File: src/rtl/pc_gen_pkg.sv
// Shared types and default parameter values for the fetch-stage program-counter generator.
package pc_pkg;

    typedef enum logic [1:0] {
        BOOT  = 2'd0,
        RUN   = 2'd1,
        FAULT = 2'd2
    } pc_state_e;

    localparam logic [31:0] DEF_RESET_VEC  = 32'h0000_0000;
    localparam int          DEF_STEP       = 4;
    localparam int          DEF_ALIGN_BITS = 2;

endpackage

File: src/rtl/pc_gen_next_sel.sv
// Next-pc priority mux (trap > branch > handshake > hold) with branch-target alignment check.
module pc_next_sel
    import pc_pkg::*;
#(
    parameter int XLEN       = 32,
    parameter int STEP       = DEF_STEP,
    parameter int ALIGN_BITS = DEF_ALIGN_BITS
) (
    input  pc_state_e         state,
    input  logic [XLEN-1:0]   pc,
    input  logic              hs,
    input  logic              trap_valid,
    input  logic [XLEN-1:0]   trap_pc,
    input  logic              br_valid,
    input  logic [XLEN-1:0]   br_pc,
    output logic [XLEN-1:0]   next_pc,
    output pc_state_e         next_state,
    output logic              fault_set,
    output logic              fault_clr
);

    localparam logic [XLEN-1:0] STEP_X     = XLEN'(STEP);
    localparam logic [XLEN-1:0] ALIGN_MASK = {XLEN{1'b1}} << ALIGN_BITS;

    logic br_misaligned;
    assign br_misaligned = |(br_pc & ~ALIGN_MASK);

    always_comb begin
        next_pc    = pc;
        next_state = state;
        fault_set  = 1'b0;
        fault_clr  = 1'b0;
        // BOOT is a single settling cycle; any redirect below still overrides it
        if (state == BOOT) next_state = RUN;
        if (trap_valid) begin
            next_pc    = trap_pc & ALIGN_MASK;
            next_state = RUN;
            fault_clr  = 1'b1;
        end else if (br_valid && state != FAULT) begin
            if (br_misaligned) begin
                next_state = FAULT;
                fault_set  = 1'b1;
            end else begin
                next_pc    = br_pc;
                next_state = RUN;
            end
        end else if (hs) begin
            next_pc = pc + STEP_X;
        end
    end

endmodule

File: src/rtl/pc_gen.sv
// Fetch-stage program counter: holds the fetch address, handshakes with imem, counts accepted fetches.
module pc_gen
    import pc_pkg::*;
#(
    parameter int              XLEN       = 32,
    parameter logic [XLEN-1:0] RESET_VEC  = XLEN'(DEF_RESET_VEC),
    parameter int              STEP       = DEF_STEP,
    parameter int              ALIGN_BITS = DEF_ALIGN_BITS,
    parameter int              CNT_W      = 32
) (
    input  logic              clk,
    input  logic              rst_n,
    input  logic              stall,
    input  logic              trap_valid,
    input  logic [XLEN-1:0]   trap_pc,
    input  logic              br_valid,
    input  logic [XLEN-1:0]   br_pc,
    output logic              fetch_valid,
    input  logic              fetch_ready,
    output logic [XLEN-1:0]   pc_out,
    output logic              fault,
    output logic [XLEN-1:0]   fault_pc,
    output logic [CNT_W-1:0]  fetch_count
);

    pc_state_e         state_q, state_d;
    logic [XLEN-1:0]   pc_q, pc_d;
    logic              fault_q, fault_d;
    logic [XLEN-1:0]   fault_pc_q, fault_pc_d;
    logic [CNT_W-1:0]  count_q, count_d;
    logic              hs, fault_set, fault_clr;

    always_ff @(posedge clk or negedge rst_n) begin
        if (!rst_n) begin
            state_q    <= BOOT;
            pc_q       <= RESET_VEC;
            fault_q    <= 1'b0;
            fault_pc_q <= '0;
            count_q    <= '0;
        end else begin
            state_q    <= state_d;
            pc_q       <= pc_d;
            fault_q    <= fault_d;
            fault_pc_q <= fault_pc_d;
            count_q    <= count_d;
        end
    end

    pc_next_sel #(
        .XLEN       (XLEN),
        .STEP       (STEP),
        .ALIGN_BITS (ALIGN_BITS)
    ) u_next_sel (
        .state      (state_q),
        .pc         (pc_q),
        .hs         (hs),
        .trap_valid (trap_valid),
        .trap_pc    (trap_pc),
        .br_valid   (br_valid),
        .br_pc      (br_pc),
        .next_pc    (pc_d),
        .next_state (state_d),
        .fault_set  (fault_set),
        .fault_clr  (fault_clr)
    );

    always_comb begin
        fetch_valid = (state_q == RUN) && !stall;
        hs          = fetch_valid && fetch_ready;
    end

    // An accepted fetch counts even when a redirect replaces the pc in the same cycle
    always_comb begin
        fault_d    = fault_q;
        fault_pc_d = fault_pc_q;
        count_d    = hs ? count_q + CNT_W'(1) : count_q;
        if (fault_set) begin
            fault_d    = 1'b1;
            fault_pc_d = br_pc;
        end else if (fault_clr) begin
            fault_d    = 1'b0;
        end
    end

    assign pc_out      = pc_q;
    assign fault       = fault_q;
    assign fault_pc    = fault_pc_q;
    assign fetch_count = count_q;

endmodule
File: config.mk
export PLATFORM = sky130hd
export DESIGN_NAME = pc_gen
export DESIGN_NICKNAME = d
export VERILOG_FILES = /design/src/rtl/pc_gen_pkg.sv /design/src/rtl/pc_gen_next_sel.sv /design/src/rtl/pc_gen.sv
export SDC_FILE = /design/constraint.sdc
export NUM_CORES = 1
export LEC_CHECK = 0
export CORE_MARGIN = 10
export CORE_UTILIZATION = 40
export DETAILED_ROUTE_END_ITERATION = 16
export PLACE_DENSITY = 0.72
export SLEW_MARGIN = 0
export SYNTH_ARGS = -nofsm -noshare
export SYNTH_HDL_FRONTEND = slang
export SYNTH_HIERARCHICAL = 1
export SYNTH_SLANG_ARGS = --single-unit
File: constraint.sdc
create_clock -name clk -period 2.7 [get_ports clk]
set_clock_uncertainty 0.1 [all_clocks]
set_input_delay 0.54 -clock clk [delete_from_list [all_inputs] [get_ports clk]]
set_output_delay 0.54 -clock clk [all_outputs]
set_load 0.005 [all_outputs]
Word level (Yosys, flattened, before mapping)
Cells that the tools add are included.

operators by class
  $add $sub $neg = 2
  eq/ne operators = 3
  multiplexer cells = 14
  reduce and logical (&&, ||, !) cells = 10

operators with widths
  operator                                       count
  two-way mux 32 bit                             4
  adder 32 x 1 -> 32 bit, second input constant  1
  adder 32 x 3 -> 32 bit, second input constant  1
  two-way mux 2 bit                              4
  two-way mux 1 bit                              6
  nonzero test 3 bit                             2
  logical AND 1 bit                              3
  != test 3 bit, second input constant           1
  == test 2 x 1 -> 1 bit, second input constant  1
  logical NOT 2 bit                              1
  != test 2 bit, second input constant           1
  AND reduction 2 bit                            1
  nonzero test 2 bit                             1
  OR reduction 2 bit                             1
  logical NOT 1 bit                              1

storage, ports and cells
  flip-flop bits (word level) = 99
  bits of input ports = 70
  output and inout port bits = 98
  logic and storage cells = 34

Logic depth before layout (Yosys ltp)
  word-level depth = 6
  mapped depth = 8
  mapped depth without buffers = 7

Cells and area by module
The synthesis kept the hierarchy.

modules (own cells, without submodules)
  module       times used  cells an instance  area each (sq um)  sequential area each (sq um)
  pc_gen       1           239                3,573.4            2,477.4
  pc_next_sel  1           218                1,445.1            0.0

Worst setup path after synthesis
OpenSTA, ideal clock, no wires.

  path kind = input to register
  from = input stall
  to = register pc_q[23], in the netlist pc_out[23]
  library setup time = 0.126 ns
  arrival = 2.069 ns
  required time = 2.474 ns
  path slack = 0.405 ns
  stages = 8
  buffers on the path = 1
  cell sequence = nand4bb_1 buf_2 inv_1 nand4_2 nor4_4 nand2_1 xnor2_1 a221o_1

between the ends
  cells in the longest elaborated chain, start to end = 5

RTL lines
  element                               line          source
  from (decl)                           pc_gen.sv:13  input logic stall,
  logical NOT 1 bit                     pc_gen.sv:68  fetch_valid = (state_q == RUN) && !stall;
  logical AND 1 bit                     pc_gen.sv:68
  logical AND 1 bit                     pc_gen.sv:69  hs = fetch_valid && fetch_ready;
  net hs                                pc_gen.sv:31  logic hs, fault_set, fault_clr;
  nonzero test 3 bit (no source line)   --
  AND reduction 2 bit (no source line)  --
  to (signal assigned)                  pc_gen.sv:42  pc_q <= pc_d;
  to (decl)                             pc_gen.sv:27  logic [XLEN-1:0] pc_q, pc_d;

The timed path passes the listed nets, and every way through them passes these cells.
A chain may end at the register's enable or synchronous reset.

Worst setup path after layout
  from = input stall
  to = register pc_q[22], in the netlist pc_out[22]

Same word-level chain as after synthesis.

==> flow_metrics.env <==
export IMPL_grt_pass1_wl_mm=24.7
export IMPL_ys_seq_area_share_pct=49.4
export IMPL_route_antenna_remaining_nets=0
export IMPL_grt_overflow_total=0
export IMPL_dpl_hpwl_mm=11.8
export IMPL_avgRoutedWirePerCell_um=18.9
export IMPL_via_count=4285
export IMPL_die_width_um=132
export IMPL_postCtsSetupRepairBufs=0
export IMPL_synth_net_count=529
export IMPL_synth_async_sr_flop_share_pct=100
export IMPL_start_kind="input pin"
export IMPL_clock_latency_ns=0.34
export IMPL_clock_tree_root_cell="sky130_fd_sc_hd__clkbuf_16"
export IMPL_r2r_worst_path_cells=8
export IMPL_drc=0
export IMPL_clockBufferDepth=2
export IMPL_slowest_stage="sky130_fd_sc_hd__clkdlybuf4s50_1"
export IMPL_cts_resized_gates=0
export IMPL_core_area_um2=12200
export IMPL_first_global_vias=4587
export IMPL_worst_path_dominant_cell_family="simple AND/OR/NAND/NOR gates"
export IMPL_initial_core_util_pct=41.3
export IMPL_clkSinkCount=99
export IMPL_yosys_top_cells_area="sky130_fd_sc_hd__dfrtp_1, sky130_fd_sc_hd__mux2_2, sky130_fd_sc_hd__xor2_1, sky130_fd_sc_hd__xnor2_1, sky130_fd_sc_hd__mux2i_1"
export IMPL_setup_viol_count_final=0
export IMPL_timing_worst_slew_pin_value_ns=0.630
export IMPL_area_growth_pct=44.3
export IMPL_port_buffer_count=165
export IMPL_max_stage_delay_on_crit_path_ns=0.42
export IMPL_io_pin_count=168
export IMPL_grt_start_max_net_pins=71
export IMPL_chip_height_um=132
export IMPL_synth_common_cells="sky130_fd_sc_hd__dfrtp_1, sky130_fd_sc_hd__nand2_1, sky130_fd_sc_hd__mux2_2"
export IMPL_timing_reg2reg_setup_slack_ns=0.51
export IMPL_leakagePower_uw=0.00299
export IMPL_run_status="finished clean"
export IMPL_wirelength_mm=15.2
export IMPL_finalHoldViolations=0
export IMPL_totalNegativeSetupSlack_ns=0
export IMPL_worst_hold_slack_ns=0.0230
export IMPL_num_rows=40
export IMPL_final_layout_size_suffix_gt1_share_pct=13.8
export IMPL_route_detailed_vias_per_inst=5.32
export IMPL_yosysTopAreaCell="sky130_fd_sc_hd__dfrtp_1"
export IMPL_worst_endpoint_arrival_ns=2.46
export IMPL_slew_headroom_pct=58.0
export IMPL_commonest_register_cell_after_synthesis="sky130_fd_sc_hd__dfrtp_1"
export IMPL_fp_dieArea_um2=17400
export IMPL_synth_warnings=6
export IMPL_cp_buffers_inverters=3
export IMPL_drtIter0Drc=331
export IMPL_postSynthRegisterBits=99
export IMPL_tritoncts_num_buffers=9
export IMPL_fin_nets=706
export IMPL_synthCells=457
export IMPL_cp_data_required_time_ns=2.78
export IMPL_gp_congestion=0.846
export IMPL_power_density_cell_area_nw_per_um2=545
export IMPL_globalRouteTotalUtil_pct=17.1
export IMPL_clk_pin_slew_worst_paths_ns=0.07
export IMPL_timing_rr_start="state_q[1]$_DFF_PN0_"
export IMPL_vdd_ir_drop_max_uv=267
export IMPL_layout_worst_path_cycle_share_pct=88.1
export IMPL_antenna_cells_inserted=0
export IMPL_finalMaxSlewViolations=0
export IMPL_grt_setup_unrepaired="false"
export IMPL_cts_hold_fix_buffers=0
export IMPL_distinct_cell_type_count_of_the_synthesized_netlist=50
export IMPL_tritoncts="yes"
export IMPL_hold_path_class="in2async"
export IMPL_worst_setup_path_end_kind="flip-flop"
export IMPL_syn_cell_area_um2=5020
export IMPL_postLayoutCoreUtil_pct=59.6
export IMPL_yosysTopAreaCellShare_pct=49.4
export IMPL_cp_cell_sequence="clkdlybuf4s50_1, nand4bb_1, inv_1, nand4_1, buf_4, nor3_4, nand4_1, xor2_1, o221ai_1"
export IMPL_drtPass1Iterations=5
export IMPL_highest_attainable_clock_frequency_mhz=420
export IMPL_regToRegEndpoint="pc_out[22]$_DFF_PN0_"
export IMPL_grt_antenna_before_repair=0
export IMPL_h_tree_depth=3
export IMPL_critPathKind="in2reg"
export IMPL_postSynthAreaPerCell_um2=11.0
export IMPL_drv_max_cap_violation_count=0
export IMPL_fin_crit_ns=2.38
export IMPL_cp_common_cell="sky130_fd_sc_hd__nand4_1"
export IMPL_synth_edff_count=0
export IMPL_crit_path_max_fo=8
export IMPL_synth_most_common_cell="sky130_fd_sc_hd__dfrtp_1"
## per-layer routing
layer	track usage, %	routed length [µm]	part of all wire, %
met5	0	0	0
met4	4.70	207	1.4
met1	21.1	6480	43
met3	7.85	1670	11
met2	26.3	6840	45
## layout make-up
class                   instances  area, µm²
repair buffers                186       1830
clock inverters                 2       12.5
fillers                      1023       4920
well taps                     168        210
flip-flops and latches         99       2480
multi-input cells             325       2420
clock buffers                  13        250
inverters                      13       48.8
## worst max path at each step
stage                      from  slack (ns)                   end  cells after the start
after CTS                 stall        0.32  pc_out[22]$_DFF_PN0_                      9
after global placement    stall        0.02  pc_out[26]$_DFF_PN0_                      9
after detailed placement  stall       -0.03  pc_out[26]$_DFF_PN0_                      9
after global routing      stall        0.11  pc_out[16]$_DFF_PN0_                      9
final                     stall        0.32  pc_out[22]$_DFF_PN0_                      9
after floorplan           stall        0.41  pc_out[23]$_DFF_PN0_                      8
## placed cells by master, fill, tap and decap left out, types with 2 or more instances in the layout
| master | n |
|---|---|
| sky130_fd_sc_hd__a21oi_1 | 6 |
| sky130_fd_sc_hd__a221oi_1 | 5 |
| sky130_fd_sc_hd__a222oi_1 | 3 |
| sky130_fd_sc_hd__and2_1 | 3 |
| sky130_fd_sc_hd__and3_1 | 8 |
| sky130_fd_sc_hd__buf_12 | 2 |
| sky130_fd_sc_hd__buf_4 | 20 |
| sky130_fd_sc_hd__clkbuf_1 | 3 |
| sky130_fd_sc_hd__clkbuf_16 | 9 |
| sky130_fd_sc_hd__clkdlybuf4s50_1 | 163 |
| sky130_fd_sc_hd__dfrtp_1 | 99 |
| sky130_fd_sc_hd__ha_1 | 2 |
| sky130_fd_sc_hd__inv_1 | 13 |
| sky130_fd_sc_hd__mux2_2 | 32 |
| sky130_fd_sc_hd__mux2i_1 | 20 |
| sky130_fd_sc_hd__nand2_1 | 53 |
| sky130_fd_sc_hd__nand2b_1 | 4 |
| sky130_fd_sc_hd__nand3_1 | 18 |
| sky130_fd_sc_hd__nand4_1 | 21 |
| sky130_fd_sc_hd__nand4_2 | 2 |
| sky130_fd_sc_hd__nor2_1 | 14 |
| sky130_fd_sc_hd__nor2b_1 | 4 |
| sky130_fd_sc_hd__nor3_1 | 10 |
| sky130_fd_sc_hd__nor3_2 | 5 |
| sky130_fd_sc_hd__nor3b_1 | 5 |
| sky130_fd_sc_hd__nor3b_2 | 3 |
| sky130_fd_sc_hd__nor4_1 | 2 |
| sky130_fd_sc_hd__nor4_2 | 2 |
| sky130_fd_sc_hd__nor4_4 | 2 |
| sky130_fd_sc_hd__o21ai_0 | 11 |
| sky130_fd_sc_hd__o221ai_1 | 17 |
| sky130_fd_sc_hd__o31ai_1 | 3 |
| sky130_fd_sc_hd__xnor2_1 | 23 |
| sky130_fd_sc_hd__xor2_1 | 30 |
## state kept, by name (all words and copies together), names as in the netlist
name,cells
fetch_count,32
fault,1
pc_out,32
fault_pc,32
state_q,2
## kinds of logic after synthesis
| group | synth area share [%] |
|---|---|
| adders and majority gates | 0.499 |
| DFF | 49.4 |
| muxes | 11.2 |
| AOI/OAI and AO/OA | 7.58 |
| buffers and inverters | 2.79 |
| xor gates and xnor gates | 9.25 |
| and+or+nand+nor | 19.3 |
## power by group
| part | switching (µW) | internal [µW] |
|---|---|---|
| Sequential | 178 | 1660 |
| Combinational | 348 | 585 |
| Clock | 532 | 645 |
| Total | 1060 | 2890 |
## through the flow
| stage | instances | setup slack [ns] | total power [µW] | area, µm² |
|---|---|---|---|---|
| finish | 806 | 0.322 | 3950 | 7240 |
| global route | 806 | 0.115 | 4170 | 7240 |
| CTS | 806 | 0.322 | 4000 | 7240 |
| detailed placement | 791 | -0.0334 | 2810 | 6980 |
| global placement | 791 | 0.0218 | 2780 | 6980 |
| floorplan | 457 | 0.405 | 2170 | 5020 |
Note: power is estimated with default switching activity, not from simulation.
==> patch 1: new RTL, same settings <==
Encoding of `pc_state_e`: now one-hot (3 bits for 3 states).
--- a/src/rtl/pc_gen_pkg.sv
+++ b/src/rtl/pc_gen_pkg.sv
@@ -1,10 +1,10 @@
 // Shared types and default parameter values for the fetch-stage program-counter generator.
 package pc_pkg;
 
-    typedef enum logic [1:0] {
-        BOOT  = 2'd0,
-        RUN   = 2'd1,
-        FAULT = 2'd2
+    typedef enum logic [2:0] {
+        BOOT  = 3'b001,
+        RUN   = 3'b010,
+        FAULT = 3'b100
     } pc_state_e;
 
     localparam logic [31:0] DEF_RESET_VEC  = 32'h0000_0000;
Function: same outputs for any inputs over 10 cycles, from zero or initial values and one cycle with rst_n low; not proved beyond that.
==> patch 1 against the unedited design <==
Clock power increased by 4%. Synthesized cell count grew 4.8%. Highest routed layer unchanged. Power grew 3.4%. Wire length increased by 4.7%. Count of clock-buffer cells in the layout decreased by 4. Worst setup slack worse by 0.26 ns. Sequential share of layout area fell by 0.80 points. Sequential cell count increased by 1. Synthesized area increased by 1.9%. Design area is 3.5% higher. Critical path type is now reg -> reg.
==> patch 1: results (changes against the unedited design) <==
| Metric | Value |
|---|---|
| Final worst-path cycle share | `0.9789 (was 0.8808)` |
| Worst path arrival time | `2.84 ns (was 2.46 ns)` |
| PD cells | `545.2 nW/um2 (was 545.3 nW/um2)` |
| Power share of the sequential group | `0.454 (was 0.466)` |
| Slew @ Worst Pin | `0.8616 ns (was 0.6304 ns)` |
| Synth area leaders | `dfrtp_1, mux2_2, xnor2_1 (was dfrtp_1, mux2_2, xor2_1)` |
| Share of layout cells above drive strength 1 | `0.1639 (was 0.1379)` |
| WL met3 | `1.511 mm (was 1.673 mm)` |
| GP Congestion | `0.8367 (was 0.8457)` |
| Hpwl dp | `11.93 mm (was 11.77 mm)` |
| Switching pwr | `0.001153 W (was 0.001059 W)` |
| Drt wl/cell | `19.01 um (was 18.86 um)` |
| Area after DPL | `7171 um2 (was 6980 um2)` |
| Status | `finished, final reports clean (unchanged)` |
| Cell count after synthesis | `479 (was 457)` |
| Wire length on met2 | `7.502 mm (was 6.840 mm)` |
| Clock latency on the worst-skew pair | `0.36 ns (was 0.34 ns)` |
| VDD IR max | `302.5 uV (was 267.2 uV)` |
| Leakage | `3.105 nW (was 2.987 nW)` |
| # nets final | `732 (was 706)` |
| M1 WL | `6.715 mm (was 6.480 mm)` |
| Top cells by count, synth | `dfrtp_1, nand2_1, xnor2_1 (was dfrtp_1, nand2_1, mux2_2)` |
| Yosys cell types | `57 (was 50)` |
| Drt via density | `5.413 (was 5.316)` |
| Largest net degree at the start of global routing | `42 (was 71)` |
| Largest stage delay, worst path | `0.52 ns (was 0.42 ns)` |
| P&R area growth vs syn | `46.53% (was 44.33%)` |
| CP Max Fanout | `7 (was 8)` |
| GRT Util Overall | `0.1780 (was 0.1712)` |
| Placed Cells | `819 (was 791)` |
-- patch 1: cell types whose count changed in the layout (fill, tap and decap cells not counted), sizes merged, moves of 12 or more --
cell,before,now
o221ai,17,1
xor2,30,16
a221o,1,13
nor3,16,29
buf,23,36
-- patch 1: area by class of cell --
type	instances	area share
clock buffer	9	0.03005
clock inverter	7	0.007012
inverter	12	0.006010
multi-input combinational	338	0.3337
sequential	100	0.3341
tap	172	0.02871
timing repair buffer	199	0.2604
-- patch 1: what timing repair did --
item,4_1_cts,5_1_grt
gates resized for setup,6,2
buffers inserted,2,1
pin swaps,5,3
setup endpoints to repair,13,8
gates cloned,0,0
endpoints found under the hold margin,0,0
-- patch 1: cell families after synthesis --
kind of cell / after synthesis / share of synthesized area
simple gates: 175 / 0.1881
flops: 100 / 0.4895
compound gates: 59 / 0.08611
mux: 51 / 0.1079
xor+xnor: 50 / 0.08562
buf+inv: 41 / 0.03596
fa+ha+maj: 3 / 0.006849
-- patch 1: layer usage --
metal / up-vias / track usage
met4: 0 / 0.05257
li1: 2106 / -
met5: - / 0
met1: 2251 / 0.2152
met3: 12 / 0.07381
met2: 162 / 0.2831
-- patch 1: worst paths after layout --
check / slack (ns) / cells after the start / endpoint / start
min reg2reg: 0.38 / 1 / fetch_count[31]$_DFFE_PN0P_ / fetch_count[31]$_DFFE_PN0P_
max reg2reg: 0.06 / 9 / pc_out[27]$_DFF_PN0_ / state_q[2]$_DFF_PN0_
max: 0.06 / 9 / pc_out[27]$_DFF_PN0_ / state_q[2]$_DFF_PN0_
min: 0.06 / 1 / fetch_count[26]$_DFFE_PN0P_ / rst_n
min in group clk: 0.38 / 1 / fetch_count[31]$_DFFE_PN0P_ / fetch_count[31]$_DFFE_PN0P_
max in group asynchronous: 1.74 / 2 / fetch_count[10]$_DFFE_PN0P_ / rst_n
==> patch 2: new RTL, same flow settings <==
Without the edit above. `XLEN` is set to 32 in 2 places; all go to 36.
--- a/src/rtl/pc_gen_next_sel.sv
+++ b/src/rtl/pc_gen_next_sel.sv
@@ -2,7 +2,7 @@
 module pc_next_sel
     import pc_pkg::*;
 #(
-    parameter int XLEN       = 32,
+    parameter int XLEN       = 36,
     parameter int STEP       = DEF_STEP,
     parameter int ALIGN_BITS = DEF_ALIGN_BITS
 ) (
--- a/src/rtl/pc_gen.sv
+++ b/src/rtl/pc_gen.sv
@@ -2,7 +2,7 @@
 module pc_gen
     import pc_pkg::*;
 #(
-    parameter int              XLEN       = 32,
+    parameter int              XLEN       = 36,
     parameter logic [XLEN-1:0] RESET_VEC  = XLEN'(DEF_RESET_VEC),
     parameter int              STEP       = DEF_STEP,
     parameter int              ALIGN_BITS = DEF_ALIGN_BITS,
Ports: changed (resized br_pc, fault_pc, pc_out and trap_pc); port bits go from 168 to 184. The function was not compared with the original's and may differ.
==> patch 2 against the unedited design <==
Via count rose by 13%. Combinational power is 13% higher. Synthesized area grew 11%. Cell count is 12% higher. Power is 9.9% higher. Wire length up 16%. Worst setup slack lost 0.13 ns. Sequential share of layout area decreased by 0.92 points. Non-clock buffer count up 26. Sequential cell count grew 8. Register-to-register slack lost 0.19 ns. Design area rose by 11%.
==> patch 2: results (changes against the unedited design) <==
| Metric | Value |
|---|---|
| Largest stage delay, worst path | `roughly 0.41 ns` |
| Setup bufs post-CTS | `0 (unchanged)` |
| Clock Tree Buf Depth | `2 (unchanged)` |
| First drt pass iteration count | `5 (unchanged)` |
| Syn Area/Cell | `10.82 um2 (was 10.98 um2)` |
| Starting DRT DRC Count | `412 (was 331)` |
| Hold WC Path Type | `reg -> reg (was in -> async)` |
| Clock latency on the worst-skew pair | `0.36 ns (was 0.34 ns)` |
| Drt via density | `5.386 (was 5.316)` |
| # H-tree levels | `3 (unchanged)` |
| Slew margin rel. | `0.5977 (was 0.5797)` |
| # port buffers | `181 (was 165)` |
| GRT Util Overall | `0.1814 (was 0.1712)` |
| Part of the power in combinational logic | `0.242 (was 0.236)` |
| Ys async rst share | `1.000 (unchanged)` |
| Synth area leaders | `dfrtp_1, mux2_2, xor2_1 (unchanged)` |
| Vias in the first global route | `5054 (was 4587)` |
| Status | `finished, final reports clean (unchanged)` |
| # nets final | `793 (was 706)` |
| Top cells by count, synth | `dfrtp_1, nand2_1, mux2_2 (unchanged)` |
| Initial antenna violation count | `1 (was 0)` |
| Pre-CTS WS | `-0.1491 ns (was -0.03339 ns)` |
| Ys flop type | `dfrtp_1 (unchanged)` |
| Worst path arrival time | `2.64 ns (was 2.46 ns)` |
| CP max-delay cell | `clkdlybuf4s50_1 (unchanged)` |
| First-pass GRT wire length | `28.39 mm (was 24.67 mm)` |
| Clk slew on worst S/H paths | `roughly 0.08 ns` |
| Leakage | `3.299 nW (was 2.987 nW)` |
| Sequential share of the synthesized area | `0.4807 (was 0.4936)` |
| Share of layout cells above drive strength 1 | `0.1602 (was 0.1379)` |
| Synth top area share | `0.4807 (was 0.4936)` |
| Total CTS buffers | `9 (unchanged)` |
| Root Buffer Master | `clkbuf_16 (unchanged)` |
| Yosys cell types | `62 (was 50)` |
| Largest net degree at the start of global routing | `50 (was 71)` |
| Mapped Nets | `595 (was 529)` |
| VDD IR max | `367.5 uV (was 267.2 uV)` |
| CP Max Fanout | `6 (was 8)` |
| Hpwl dp | `13.66 mm (was 11.77 mm)` |
| Int Pwr | `0.003093 W (was 0.002891 W)` |
| Synth warnings | `6 (unchanged)` |
| Antenna Nets Post-Route | `0 (unchanged)` |
| WL final | `17.71 mm (was 15.20 mm)` |
| GP Congestion | `0.8286 (was 0.8457)` |
## patch 2: cell count changes after synthesis, moves of 4 or more
cell	unedited run	this run
nand2_1	53	66
dfrtp_1	99	107
o221ai_1	17	10
o221ai_2	0	7
nand3_1	18	24
nor2_1	14	20
mux2i_1	20	15
xnor2_1	23	18
a221oi_1	5	1
mux2_2	32	36
## patch 2: final timing paths
path,from,slack [ns],cells after the start,to
max,stall,0.20,9,pc_out[33]$_DFF_PN0_
min,fetch_count[31]$_DFFE_PN0P_,0.38,1,fetch_count[31]$_DFFE_PN0P_
max reg2reg,state_q[1]$_DFF_PN0_,0.32,8,pc_out[33]$_DFF_PN0_
min reg2reg,fetch_count[31]$_DFFE_PN0P_,0.38,1,fetch_count[31]$_DFFE_PN0P_
max in group asynchronous,rst_n,1.20,3,fetch_count[15]$_DFFE_PN0P_
min in group asynchronous,rst_n,0.51,2,fault$_DFFE_PN0P_
## patch 2: cell families after synthesis
kind of cell / share of synthesized area
compound gates: 0.1051
simple gates: 0.2069
buf+inv: 0.02763
mux: 0.09973
xor+xnor: 0.07547
fa+ha+maj: 0.004492
flops: 0.4807
## patch 2: per-stage QoR
stage	std cells	instance area, um2	util
floorplan	515	5570	-
global placement	881	7747	0.5625
detailed placement	881	7747	0.5625
CTS	898	8043	0.5839
global route	899	8045	0.5841
finish	899	8045	0.5841
## patch 2: layer usage
| metal | vias up | GRT usage | wire length [um] |
|---|---|---|---|
| met5 | - | 0 | 0 |
| met4 | 0 | 0.06770 | 355 |
| met3 | 17 | 0.05308 | 1357 |
| met2 | 153 | 0.2954 | 8645 |
| met1 | 2391 | 0.2220 | 7347 |
| li1 | 2281 | - | - |
## patch 2: layout make-up
cell class	instances	area, um2
clock buffers	9	225.2
clock inverters	7	60.06
diodes	1	2.502
well taps	180	225.2
multi-input cells	373	2753
inverters	10	37.54
flip-flops and latches	107	2678
fillers	1226	5728
repair buffers	212	2064
## patch 2: repair_timing
| action | CTS | global route |
|---|---|---|
| hold buffers | 1 | 0 |
| endpoints found under the hold margin | 18 | 0 |
| gates resized for setup | 0 | 0 |
## patch 2: critical path: cells and delay by family
kind	cells	cell delay [ns]
buffers and inverters	3	0.82
and+or+nand+nor	4	0.94
AOI/OAI and AO/OA	1	0.11
xor gates and xnor gates	1	0.22
## patch 2: power groups by stage
stage,logic (W),clock network (W),registers [W]
global placement,0.00105,0,0.00201
CTS,0.00107,0.00134,0.00199
global route,0.00115,0.00140,0.00203
floorplan,0.000370,0,0.00201
detailed placement,0.00107,0,0.00202
finish,0.00105,0.00130,0.00199
